### config.mk
export PLATFORM = sky130hd
export DESIGN_NAME = boot_load_controller
export DESIGN_NICKNAME = d
export VERILOG_FILES = /design/src/rtl/boot_load_controller.sv
export SDC_FILE = /design/constraint.sdc
export NUM_CORES = 1
export LEC_CHECK = 0
export ABC_AREA = 1
export CELL_PAD_IN_SITES_DETAIL_PLACEMENT = 1
export CELL_PAD_IN_SITES_GLOBAL_PLACEMENT = 2
export CORE_MARGIN = 10
export CORE_UTILIZATION = 35
export CTS_CLUSTER_SIZE = 30
export DETAILED_ROUTE_END_ITERATION = 12
export GPL_ROUTABILITY_DRIVEN = 0
export PLACE_DENSITY_LB_ADDON = 0.3
export SYNTH_ARGS = -nofsm -noshare
export SYNTH_HDL_FRONTEND = slang
export SYNTH_SLANG_ARGS = --single-unit
### constraint.sdc
create_clock -name clk -period 5.5 [get_ports clk]
set_input_delay 1.1 -clock clk [delete_from_list [all_inputs] [get_ports clk]]
set_output_delay 1.1 -clock clk [all_outputs]
set_load 0.1 [all_outputs]
### src/rtl/boot_load_controller.sv
// Boot download sequencer: buffers parser word records and writes them into the
// shared memory port, holding the CPU in reset until the download has drained.
module boot_load_controller #(
    parameter int address_width = 32,
    parameter int data_width    = 32,
    parameter int fifo_depth    = 4,
    parameter int release_delay = 16,
    parameter int count_width   = 16
) (
    input  logic                     clk,
    input  logic                     reset,
    input  logic                     boot_valid_i,
    input  logic [address_width-1:0] boot_address_i,
    input  logic [data_width-1:0]    boot_data_i,
    input  logic                     boot_busy_i,
    input  logic                     boot_error_i,
    input  logic                     cpu_req_i,
    input  logic                     cpu_we_i,
    input  logic [address_width-1:0] cpu_address_i,
    input  logic [data_width-1:0]    cpu_wdata_i,
    output logic                     cpu_ready_o,
    output logic                     mem_req_o,
    output logic                     mem_we_o,
    output logic [address_width-1:0] mem_address_o,
    output logic [data_width-1:0]    mem_wdata_o,
    input  logic                     mem_ready_i,
    output logic                     cpu_reset_o,
    output logic                     loading_o,
    output logic                     load_error_o,
    output logic [count_width-1:0]   word_count_o
);

    // state   | meaning
    // RELEASE | CPU still in reset, port idle, counting down to RUN
    // RUN     | CPU owns the memory port
    // SWITCH  | download requested, waiting for the CPU's last request to finish
    // LOAD    | FIFO drives the port while the parser session is active
    // DRAIN   | parser done, emptying the FIFO
    // HALT    | session ended with an error, CPU kept in reset
    localparam logic [2:0] ST_RELEASE = 3'd0;
    localparam logic [2:0] ST_RUN     = 3'd1;
    localparam logic [2:0] ST_SWITCH  = 3'd2;
    localparam logic [2:0] ST_LOAD    = 3'd3;
    localparam logic [2:0] ST_DRAIN   = 3'd4;
    localparam logic [2:0] ST_HALT    = 3'd5;

    localparam int PTR_W = (fifo_depth > 1) ? $clog2(fifo_depth) : 1;
    localparam int REL_W = $clog2(release_delay + 1);
    localparam logic [PTR_W:0]     FILL_MAX = (PTR_W + 1)'(fifo_depth);
    localparam logic [REL_W-1:0]   REL_INIT = REL_W'(release_delay);

    logic [2:0]             state_q, state_d;
    logic [REL_W-1:0]       rel_cnt_q, rel_cnt_d;
    logic [PTR_W-1:0]       rd_ptr_q, rd_ptr_d;
    logic [PTR_W-1:0]       wr_ptr_q, wr_ptr_d;
    logic [PTR_W:0]         fill_q, fill_d;
    logic                   load_error_q, load_error_d;
    logic [count_width-1:0] word_count_q, word_count_d;

    logic [address_width-1:0] fifo_addr_q [fifo_depth];
    logic [data_width-1:0]    fifo_data_q [fifo_depth];

    logic fifo_empty, fifo_full, in_load, pop, push, drop, err_set, enter_load;

    assign fifo_empty = (fill_q == '0);
    assign fifo_full  = (fill_q == FILL_MAX);
    assign in_load    = (state_q == ST_LOAD) || (state_q == ST_DRAIN);
    assign pop        = in_load && !fifo_empty && mem_ready_i;
    // A full FIFO still takes a word when the head leaves in the same cycle.
    assign push       = boot_valid_i && (!fifo_full || pop);
    assign drop       = boot_valid_i && !push;
    assign err_set    = drop || (boot_error_i && ((state_q == ST_SWITCH) || in_load));

    always_comb begin
        state_d    = state_q;
        rel_cnt_d  = rel_cnt_q;
        enter_load = 1'b0;
        case (state_q)
            ST_RELEASE: begin
                if (rel_cnt_q <= REL_W'(1)) state_d = ST_RUN;
                else                        rel_cnt_d = rel_cnt_q - REL_W'(1);
            end
            ST_RUN: begin
                if (boot_busy_i || boot_valid_i) state_d = ST_SWITCH;
            end
            ST_SWITCH: begin
                if (!cpu_req_i || mem_ready_i) begin
                    state_d    = ST_LOAD;
                    enter_load = 1'b1;
                end
            end
            ST_LOAD: begin
                if (!boot_busy_i) state_d = ST_DRAIN;
            end
            ST_DRAIN: begin
                if (fifo_empty) begin
                    if (load_error_q) begin
                        state_d = ST_HALT;
                    end else begin
                        state_d   = ST_RELEASE;
                        rel_cnt_d = REL_INIT;
                    end
                end
            end
            ST_HALT: begin
                if (boot_busy_i) begin
                    state_d    = ST_LOAD;
                    enter_load = 1'b1;
                end
            end
            default: begin
                state_d   = ST_RELEASE;
                rel_cnt_d = REL_INIT;
            end
        endcase
    end

    always_comb begin
        rd_ptr_d = pop  ? rd_ptr_q + PTR_W'(1) : rd_ptr_q;
        wr_ptr_d = push ? wr_ptr_q + PTR_W'(1) : wr_ptr_q;
        case ({push, pop})
            2'b10:   fill_d = fill_q + (PTR_W + 1)'(1);
            2'b01:   fill_d = fill_q - (PTR_W + 1)'(1);
            default: fill_d = fill_q;
        endcase
        // An error raised on the session-entry edge belongs to the new session.
        if (err_set)         load_error_d = 1'b1;
        else if (enter_load) load_error_d = 1'b0;
        else                 load_error_d = load_error_q;
        if (enter_load)                      word_count_d = '0;
        else if (pop && (word_count_q != '1)) word_count_d = word_count_q + count_width'(1);
        else                                 word_count_d = word_count_q;
    end

    always_ff @(posedge clk or posedge reset) begin
        if (reset) begin
            state_q      <= ST_RELEASE;
            rel_cnt_q    <= REL_INIT;
            rd_ptr_q     <= '0;
            wr_ptr_q     <= '0;
            fill_q       <= '0;
            load_error_q <= 1'b0;
            word_count_q <= '0;
        end else begin
            state_q      <= state_d;
            rel_cnt_q    <= rel_cnt_d;
            rd_ptr_q     <= rd_ptr_d;
            wr_ptr_q     <= wr_ptr_d;
            fill_q       <= fill_d;
            load_error_q <= load_error_d;
            word_count_q <= word_count_d;
        end
    end

    always_ff @(posedge clk) begin
        if (push) begin
            fifo_addr_q[wr_ptr_q] <= boot_address_i;
            fifo_data_q[wr_ptr_q] <= boot_data_i;
        end
    end

    always_comb begin
        mem_req_o     = 1'b0;
        mem_we_o      = 1'b0;
        mem_address_o = '0;
        mem_wdata_o   = '0;
        cpu_ready_o   = 1'b0;
        case (state_q)
            ST_RUN, ST_SWITCH: begin
                mem_req_o     = cpu_req_i;
                mem_we_o      = cpu_we_i;
                mem_address_o = cpu_address_i;
                mem_wdata_o   = cpu_wdata_i;
                cpu_ready_o   = mem_ready_i;
            end
            ST_LOAD, ST_DRAIN: begin
                mem_req_o     = !fifo_empty;
                mem_we_o      = 1'b1;
                mem_address_o = fifo_addr_q[rd_ptr_q];
                mem_wdata_o   = fifo_data_q[rd_ptr_q];
            end
            default: ;
        endcase
    end

    assign cpu_reset_o  = (state_q != ST_RUN);
    assign loading_o    = in_load;
    assign load_error_o = load_error_q;
    assign word_count_o = word_count_q;

endmodule

=== Word-level counts from Yosys, hierarchy flattened ===
Memories as Yosys holds them, arrays and structs flattened.
Index checks and enable logic that the tools add are counted.

* Bits in writable memories: 256
* Word-level logic and storage cells: 88
* Bits in registers: 32
* Output and inout port bits: 86
* Memories kept: 2

{| class="wikitable"
|+ Memories
! memory !! depth !! width !! rd ports !! clocked after Yosys merged registers in !! write ports !! line !! source
|-
| fifo_addr_q || 4 || 32 || 1 || 0 || 1 || 60 || <nowiki>logic [address_width-1:0] fifo_addr_q [fifo_depth];</nowiki>
|-
| fifo_data_q || 4 || 32 || 1 || 0 || 1 || 61 || <nowiki>logic [data_width-1:0] fifo_data_q [fifo_depth];</nowiki>
|}

* Reduce and logical (&&, ||, !) cells: 26
* Mux-type cells: 27
* Magnitude comparators: 1
* Bitwise logic cells: 1
* Eq/ne operators: 18
* $add $sub $neg: 6

{| class="wikitable"
|+ Operator list
! kind !! number
|-
| 32-bit one-hot mux with 2 select lines || 2
|-
| 16-bit two-way mux || 2
|-
| 3-bit two-way mux || 7
|-
| 3-bit one-hot mux with 6 select lines || 1
|-
| 16-bit by 1-bit adder with 16-bit output, second input constant || 1
|-
| 16-bit inequality test, second input constant || 1
|-
| 5-bit two-way mux || 3
|-
| 5-bit one-hot mux with 3 select lines || 1
|-
| 2-bit inequality test, second input constant || 7
|-
| 3-bit equality test, second input constant || 3
|-
| 1-bit two-way mux || 7
|-
| 3-bit by 2-bit equality test with 1-bit output, second input constant || 2
|-
| 1-bit logical AND || 6
|-
| 3-bit zero test || 2
|-
| 1-bit logical OR || 6
|-
| 1-bit one-hot mux with 2 select lines || 3
|-
| 3-bit one-hot mux with 2 select lines || 1
|-
| 6-bit AND reduction || 1
|-
| 2-bit nonzero test || 3
|-
| 5-bit by 1-bit less-or-equal comparator with 1-bit output, second input constant || 1
|-
| 5-bit by 1-bit subtractor with 5-bit output, second input constant || 1
|-
| 2-bit by 1-bit adder with 2-bit output, second input constant || 2
|-
| 1-bit zero test || 4
|-
| 4-bit AND reduction || 1
|-
| 10 further kinds || 11
|}

=== Logic depth before layout (Yosys ltp) ===
Gate-level depths: netlist of the first run.

* Word-level depth: 10
* Mapped depth: 10
* Mapped depth without buffers: 9

=== Worst setup path after synthesis of the first run ===
Ideal clock, no wire load.

* Path kind: input -> register
* Start: in boot_valid_i
* End: mem fifo_addr_q[0][0] (enable)
* Cell stages on the path: 3
* Setup time: 487 ps
* Setup slack: 810 ps
* Buffers on the path: 1
* Arrival time: 4203 ps
* Data required time: 5013 ps
* Path through: clkbuf_1 -> nand2_1 -> nor2_1

* Cells in the longest elaborated chain, start to end: 3

{| class="wikitable"
|+ Ends and longest elaborated chain
! what !! line !! source
|-
| from (decl) || 12 || <nowiki>input logic boot_valid_i,</nowiki>
|-
| 1-bit logical AND || 70 || <nowiki>assign push = boot_valid_i && (!fifo_full || pop);</nowiki>
|-
| 1-bit two-way mux || 156 || <nowiki>if (push) begin</nowiki>
|-
| 1-bit two-way mux (implied by the code) || 157 || <nowiki>fifo_addr_q[wr_ptr_q] <= boot_address_i;</nowiki>
|-
| to (decl) || 60 ||
|}

No other way between the ends.

=== Worst setup path in the final report of the first run ===
* Start: reg rd_ptr_q[0]
* End: out mem_address_o[11]

* Cells in the longest elaborated chain, start to end: 2

{| class="wikitable"
|+ Ends and longest elaborated chain
! what !! line !! source
|-
| from (decl) || 54 || <nowiki>logic [PTR_W-1:0] rd_ptr_q, rd_ptr_d;</nowiki>
|-
| from (signal assigned) || 147 || <nowiki>rd_ptr_q <= rd_ptr_d;</nowiki>
|-
| memory 4 x 32 bit || - ||
|-
| 32-bit one-hot mux with 2 select lines || 168 || <nowiki>case (state_q)</nowiki>
|-
| to (decl) || 24 || <nowiki>output logic [address_width-1:0] mem_address_o,</nowiki>
|}

No other way between the ends.

==> key figures, run 1 <==
Outcome
  – Outcome: finished, final reports clean

Critical path
  – Crit. End Element: output pin
  – Arrival @ worst endpoint: 3.59 ns
  – Setup CP Type: reg -> out
  – Crit path required time: about 4.4 ns
  – CP startpoint kind: flip-flop
  – Crit-path max FO: 76

Flow run
  – Max_cap viols: 0

Synthesis
  – EDFF count, synth: ~260
  – Seq/Total Area, Yosys: 68.7%
  – Syn Area/Cell: about 12 um^2
  – #FFs+latches synth: 288
  – Warnings from Yosys: 0
  – Synthesized area: 0.0124 mm^2
  – Async S/R FF share, synth: 11.1%
  – Prevailing post-synth register cell: edfxtp_1
  – Post-synthesis cell type count: 34
  – Syn Inst Count: 1,061
  – Post-synthesis net count: 1,205

Min path
  – Tightest Hold Check Type: reg -> reg

Clock tree
  – H-tree Lvls: 1
  – Buffers from clock root to sink, at most: 3
  – CTS Buf Count: 31
  – CTS tree: done
  – Skew-Pair Late Insertion Delay: 0.56 ns
  – Clk slew on worst S/H paths: 0.06 ns
  – Cts repair resizes: 0
  – Postcts setup bufs: 0
  – Hold Buf Count CTS: 0
  – CTS sink count: 288
  – CTS Root Cell: clkbuf_16

Die
  – # IOs: 222
  – Die Y-Extent: 208 um
  – Starting Density: 35.6%
  – DIE WIDTH: ~210 um
  – Core Rows: 68
  – Die area: 0.0432 mm^2
  – Std-Cell Core Area: 0.0347 mm^2

Timing
  – Max Fclk: 0.213 GHz
  – Worst-Margin Slew: 0.997 ns
  – RSZ-0062 raised after global routing: false
  – Fraction of the cycle the final worst path needs: 85.4%
  – Final setup violation count: 0
  – Final setup TNS: 0 ns
  – Clock skew: 0.0227 ns
  – Pins Over Slew Limit: 0
  – Crit path time final: 4.69 ns
  – Slew headroom: 33.3%
  – Hold slack final: 0.500 ns
  – Fin. Hold Viols: 0

Global route
  – Vias in the first global route: 9,691
  – Initial antenna violation count: 7
  – First-pass GRT wire length: 57.2 mm
  – Largest net degree at the start of global routing: 77
  – GRT overflow: 0
  – Total global-route track usage: 16.5%

Routing
  – Via density: 5.10
  – DR DRC count: 0
  – Final WL: 37.0 mm
  – Iteration-0 DRC Markers: 570
  – DR WL/cell: roughly 21 um
  – Routed via count: approximately 8,900
  – Pre-antenna DRT Iters: 5
  – Post-route ant nets: 0

Final layout
  – Most common cell after layout, fill and taps aside: nand2_1
  – P&R area growth vs syn: 28.4%
  – Layout cells sized above 1: under 10%
  – Fin nets: approximately 1,400
  – Most frequent cells in the layout: nand2_1, edfxtp_1, clkdlybuf4s50_1, nand3_1, a32o_1

Placed design
  – Post-detail-place hpwl: 23.2 mm
  – Port-buffer cells: 221
registers in the layout, summed over array words and instances, names as in the netlist:
register,count
fill_q,3
rel_cnt_q,5
fifo_addr_q,128
rd_ptr_q,2
wr_ptr_q,2
load_error_o,1
word_count_o,16
state_q,3
fifo_data_q,128
cells in the mapped netlist (all sizes together), types with 7 or more instances:
library cell    n  area (um^2)
nand3         156          803
a32o           64          641
dfrtp          31          776
clkbuf         35          131
xor2            9         78.8
buf            24          149
edfxtp        256         7690
nand2         365         1380
nand4          15         93.8
inv            36          135
nor2           32          163
ha              7         87.6
o21ai          11         58.8
cell families after synthesis:
logic type	Yosys count	share of synthesized area (%)
flops	288	68.7
xor+xnor	9	0.638
buf+inv	95	3.36
fa+ha+maj	8	0.871
simple gates	578	20.3
compound gates	83	6.08
through the flow:
step | std cells | util (%) | setup WS [ns] | cell area, um^2
2_1_floorplan | 1061 | - | 0.810 | 12400
3_3_place_gp | 1693 | 43.0 | 1.32 | 14900
3_5_place_dp | 1693 | 43.0 | 1.29 | 14900
4_1_cts | 1747 | 45.7 | 0.688 | 15800
5_1_grt | 1748 | 45.7 | 0.546 | 15900
6_report | 1750 | 45.7 | 0.805 | 15900
worst paths after layout:
check	slack (ns)	endpoint	from	cells past startpoint
setup reg to reg	1.80	fifo_addr_q[3][18]	state_q[1]	8
hold / removal	0.50	rel_cnt_q[4]	rel_cnt_q[4]	2
max in group asynchronous	4.17	rd_ptr_q[0]	reset	3
min in group asynchronous	0.96	word_count_o[10]	reset	3
setup / recovery	0.81	mem_address_o[11]	rd_ptr_q[0]	5
hold reg to reg	0.50	rel_cnt_q[4]	rel_cnt_q[4]	2
final cells by class:
cell class              instances  area [um^2]
fillers                      3734        18900
flip-flops and latches        288         8490
multi-input cells             678         3480
repair buffers                236         2250
clock buffers                  45          858
well taps                     455          569
inverters                      36          138
clock inverters                 9         62.6
diodes                          3         7.51
worst max-delay path, stage by stage, from the launching register on:
cell	delay, ns
dfrtp_4	1.03
inv_4	0.44
nand2_1	0.17
nand3_1	0.08
a32o_1	0.32
clkdlybuf4s50_1	0.98
layer usage:
metal / part of all wire (%) / vias to the layer above / GRT usage (%)
li1: - / 4218 / -
met1: 45 / 4458 / 21.4
met2: 48 / 193 / 27.9
met3: 5.3 / 50 / 3.72
met4: 1.5 / 8 / 3.11
met5: 0.15 / - / 0
Power of run 1 is not shown: default switching activity piles up to over one toggle a cycle in this logic, so the estimate is an artifact.
==> inputs of run 2 (changes only) <==
CORE_MARGIN = 8   (was 10)
clock period = 5.2 ns   (was 5.5 ns; I/O delays follow)
==> run 2 against run 1 <==
  * Count of clock-buffer cells in the layout fell by 1
  * Clock skew fell by 0.014 ns
  * First-iteration DRC count fell by 11%
  * Setup slack improved by 0.25 ns
  * Sequential share of layout area barely moved
  * Die area fell by 3.8%
  * Routed wire length fell by 3.6%
  * Cell count rose by 0.34%
  * Hold slack improved by 0.0016 ns
  * Via count fell by 0.46%
  * Non-clock buffer count did not move
  * Largest cell class unchanged
==> key figures, run 2 (synthesis gave the netlist of run 1 again) <==
Outcome
  – Outcome: finished, final reports clean (unchanged)

Timing
  – Final setup TNS: 0 ns (unchanged)
  – Max Fclk: 0.242 GHz
  – Fin. Hold Viols: 0 (unchanged)
  – Pins Over Slew Limit: 0 (unchanged)
  – Clock skew: 0.00818 ns (was 0.0227 ns)
  – Slew headroom: 28.0% (was 33.3%)
  – RSZ-0062 raised after global routing: false (unchanged)
  – Crit path time final: 4.14 ns
  – Final setup violation count: 0 (unchanged)
  – Fraction of the cycle the final worst path needs: 79.6%
  – Worst-Margin Slew: 1.08 ns (was 0.997 ns)
  – Hold slack final: 0.502 ns (was 0.500 ns)

Die
  – Core Rows: 69 (was 68)
  – Die area: 0.0416 mm^2 (was 0.0432 mm^2)
  – DIE WIDTH: 204 um (was 208 um)
  – Die Y-Extent: 204 um (was 208 um)
  – Starting Density: 35.1% (was 35.6%)
  – Std-Cell Core Area: 0.0351 mm^2 (was 0.0347 mm^2)
  – # IOs: 222 (unchanged)

Global route
  – GRT overflow: 0 (unchanged)
  – Vias in the first global route: 9,743 (was 9,691)
  – Total global-route track usage: 17.0% (was 16.5%)
  – First-pass GRT wire length: 56.1 mm (was 57.2 mm)
  – Initial antenna violation count: 2 (was 7)
  – Largest net degree at the start of global routing: 73 (was 77)

Final layout
  – Reg area: 0.00849 mm^2 (unchanged)
  – Ant diodes: 0 (was 3)
  – Most common cell after layout, fill and taps aside: nand2_1 (unchanged)
  – Most frequent cells in the layout: nand2_1, edfxtp_1, clkdlybuf4s50_1, nand3_1, buf_4 (was nand2_1, edfxtp_1, clkdlybuf4s50_1, nand3_1, a32o_1)
  – P&R area growth vs syn: 28.4% (about the same)
  – Final Non-Filler Cells: 1,756 (was 1,750)
  – Fill cells: 3,717 (was 3,734)
  – Layout cells sized above 1: 11.8% (was 9.83%)
  – Multi-input logic area: 0.00348 mm^2 (unchanged)
  – Fin nets: 1,415 (unchanged)

Routing
  – Final WL: 35.7 mm (was 37.0 mm)
  – DR DRC count: 0 (unchanged)
  – Iteration-0 DRC Markers: 508 (was 570)
  – Pre-antenna DRT Iters: 5 (unchanged)
  – Post-route ant nets: 0 (unchanged)
  – Routed via count: 8,886 (was 8,927)
  – DR WL/cell: 20.3 um (was 21.2 um)
  – Via density: 5.06 (was 5.10)

Placed design
  – Port-buffer cells: 221 (unchanged)
  – Cells after DPL: 1,699 (was 1,693)
  – Post-detail-place hpwl: 22.9 mm (was 23.2 mm)

Critical path
  – Reg-to-reg endpoint: fifo_data_q[3][15] (was fifo_addr_q[3][18])
  – Setup crit end: mem_wdata_o[23] (was mem_address_o[11])
  – R2r setup slk: 1.93 ns (was 1.80 ns)
  – CP startpoint kind: flip-flop (unchanged)
  – Crit. End Element: output pin (unchanged)
  – Worst setup path start: rd_ptr_q[0] (unchanged)
  – Crit path required time: 4.16 ns (was 4.40 ns)
  – Critical path cell sequence: inv_4 -> buf_12 -> nand2_1 -> nand3_1 -> a32o_1 -> buf_4 (was inv_4 -> nand2_1 -> nand3_1 -> a32o_1 -> clkdlybuf4s50_1)
  – Worst reg2reg path depth: 8 (unchanged)
  – Crit-path max FO: 69 (was 76)
  – Critical path's largest stage delay: 0.75 ns (was 1.03 ns)
  – Setup CP Type: reg -> out (unchanged)
  – Arrival @ worst endpoint: 3.10 ns (was 3.59 ns)
  – Worst R2R Start: state_q[1] (unchanged)
  – Max stage delay cell, worst path: dfrtp_4 (unchanged)

Clock tree
  – H-tree Lvls: 1 (unchanged)
  – CTS tree: done (unchanged)
  – Hold Buf Count CTS: 0 (unchanged)
  – Skew-Pair Late Insertion Delay: 0.54 ns (was 0.56 ns)
  – Postcts setup bufs: 0 (unchanged)
  – Buffers from clock root to sink, at most: 3 (unchanged)
  – CTS Buf Count: 31 (unchanged)
  – CTS sink count: 288 (unchanged)
  – CTS Root Cell: clkbuf_16 (unchanged)
  – Clk slew on worst S/H paths: 0.06 ns (about the same)
  – Cts repair resizes: 0 (unchanged)

Flow run
  – Max_cap viols: 0 (unchanged)

Min path
  – Tightest Hold Check Type: reg -> reg (unchanged)
  – Hold depth: 2 (unchanged)
run 2: cell count changes in the layout (fill, tap and decap cells not counted):
cell and change:
buf_12 -1, buf_4 +20, bufinv_16 +1, clkbuf_1 -1, clkdlybuf4s50_1 -19, clkinv_1 -3
clkinv_2 +2, clkinv_4 +2, clkinvlp_4 +2, diode_2 -3
run 2: how the worst min path moves through the flow:
stage                         to         start  slack (ns)
global route        rel_cnt_q[4]  rel_cnt_q[4]        0.54
finish              rel_cnt_q[4]  rel_cnt_q[4]        0.50
floorplan           rel_cnt_q[4]  rel_cnt_q[4]        0.47
global placement    rel_cnt_q[4]  rel_cnt_q[4]        0.48
CTS                 rel_cnt_q[4]  rel_cnt_q[4]        0.50
detailed placement  rel_cnt_q[4]  rel_cnt_q[4]        0.49
run 2: final cells by class:
class / instances / area share (%)
sequential: 288 / 53.6
multi-input combinational: 678 / 21.9
timing repair buffer: 236 / 13.8
clock buffer: 44 / 5.39
tap: 461 / 3.64
inverter: 36 / 0.868
clock inverter: 13 / 0.781
run 2: per-stage QoR:
step           worst slack [ns]  area [um^2]  utilization, %
6_report                   1.06        15900            45.1
5_1_grt                   0.838        15900            45.1
4_1_cts                   0.912        15900            45.1
3_5_place_dp               1.35        14900            42.3
3_3_place_gp               1.36        14900            42.3
2_1_floorplan             0.570        12400               -
run 2: worst max-delay path, delay by kind of cell, from the launching register on:
family                 cells  cell delay [ns]
AOI/OAI and AO/OA          1             0.24
buffers and inverters      3             1.33
DFF                        1             0.75
and+or+nand+nor            2             0.19
run 2: routing by layer:
metal,vias to the layer above,share of wire (%),GRT usage [%]
met5,-,0.076,0
met4,4,1.4,3.26
met3,40,4.5,3.17
met2,180,50,29.2
met1,4442,44,22.2
li1,4220,-,-
Power of run 2 is left out for the same reason.
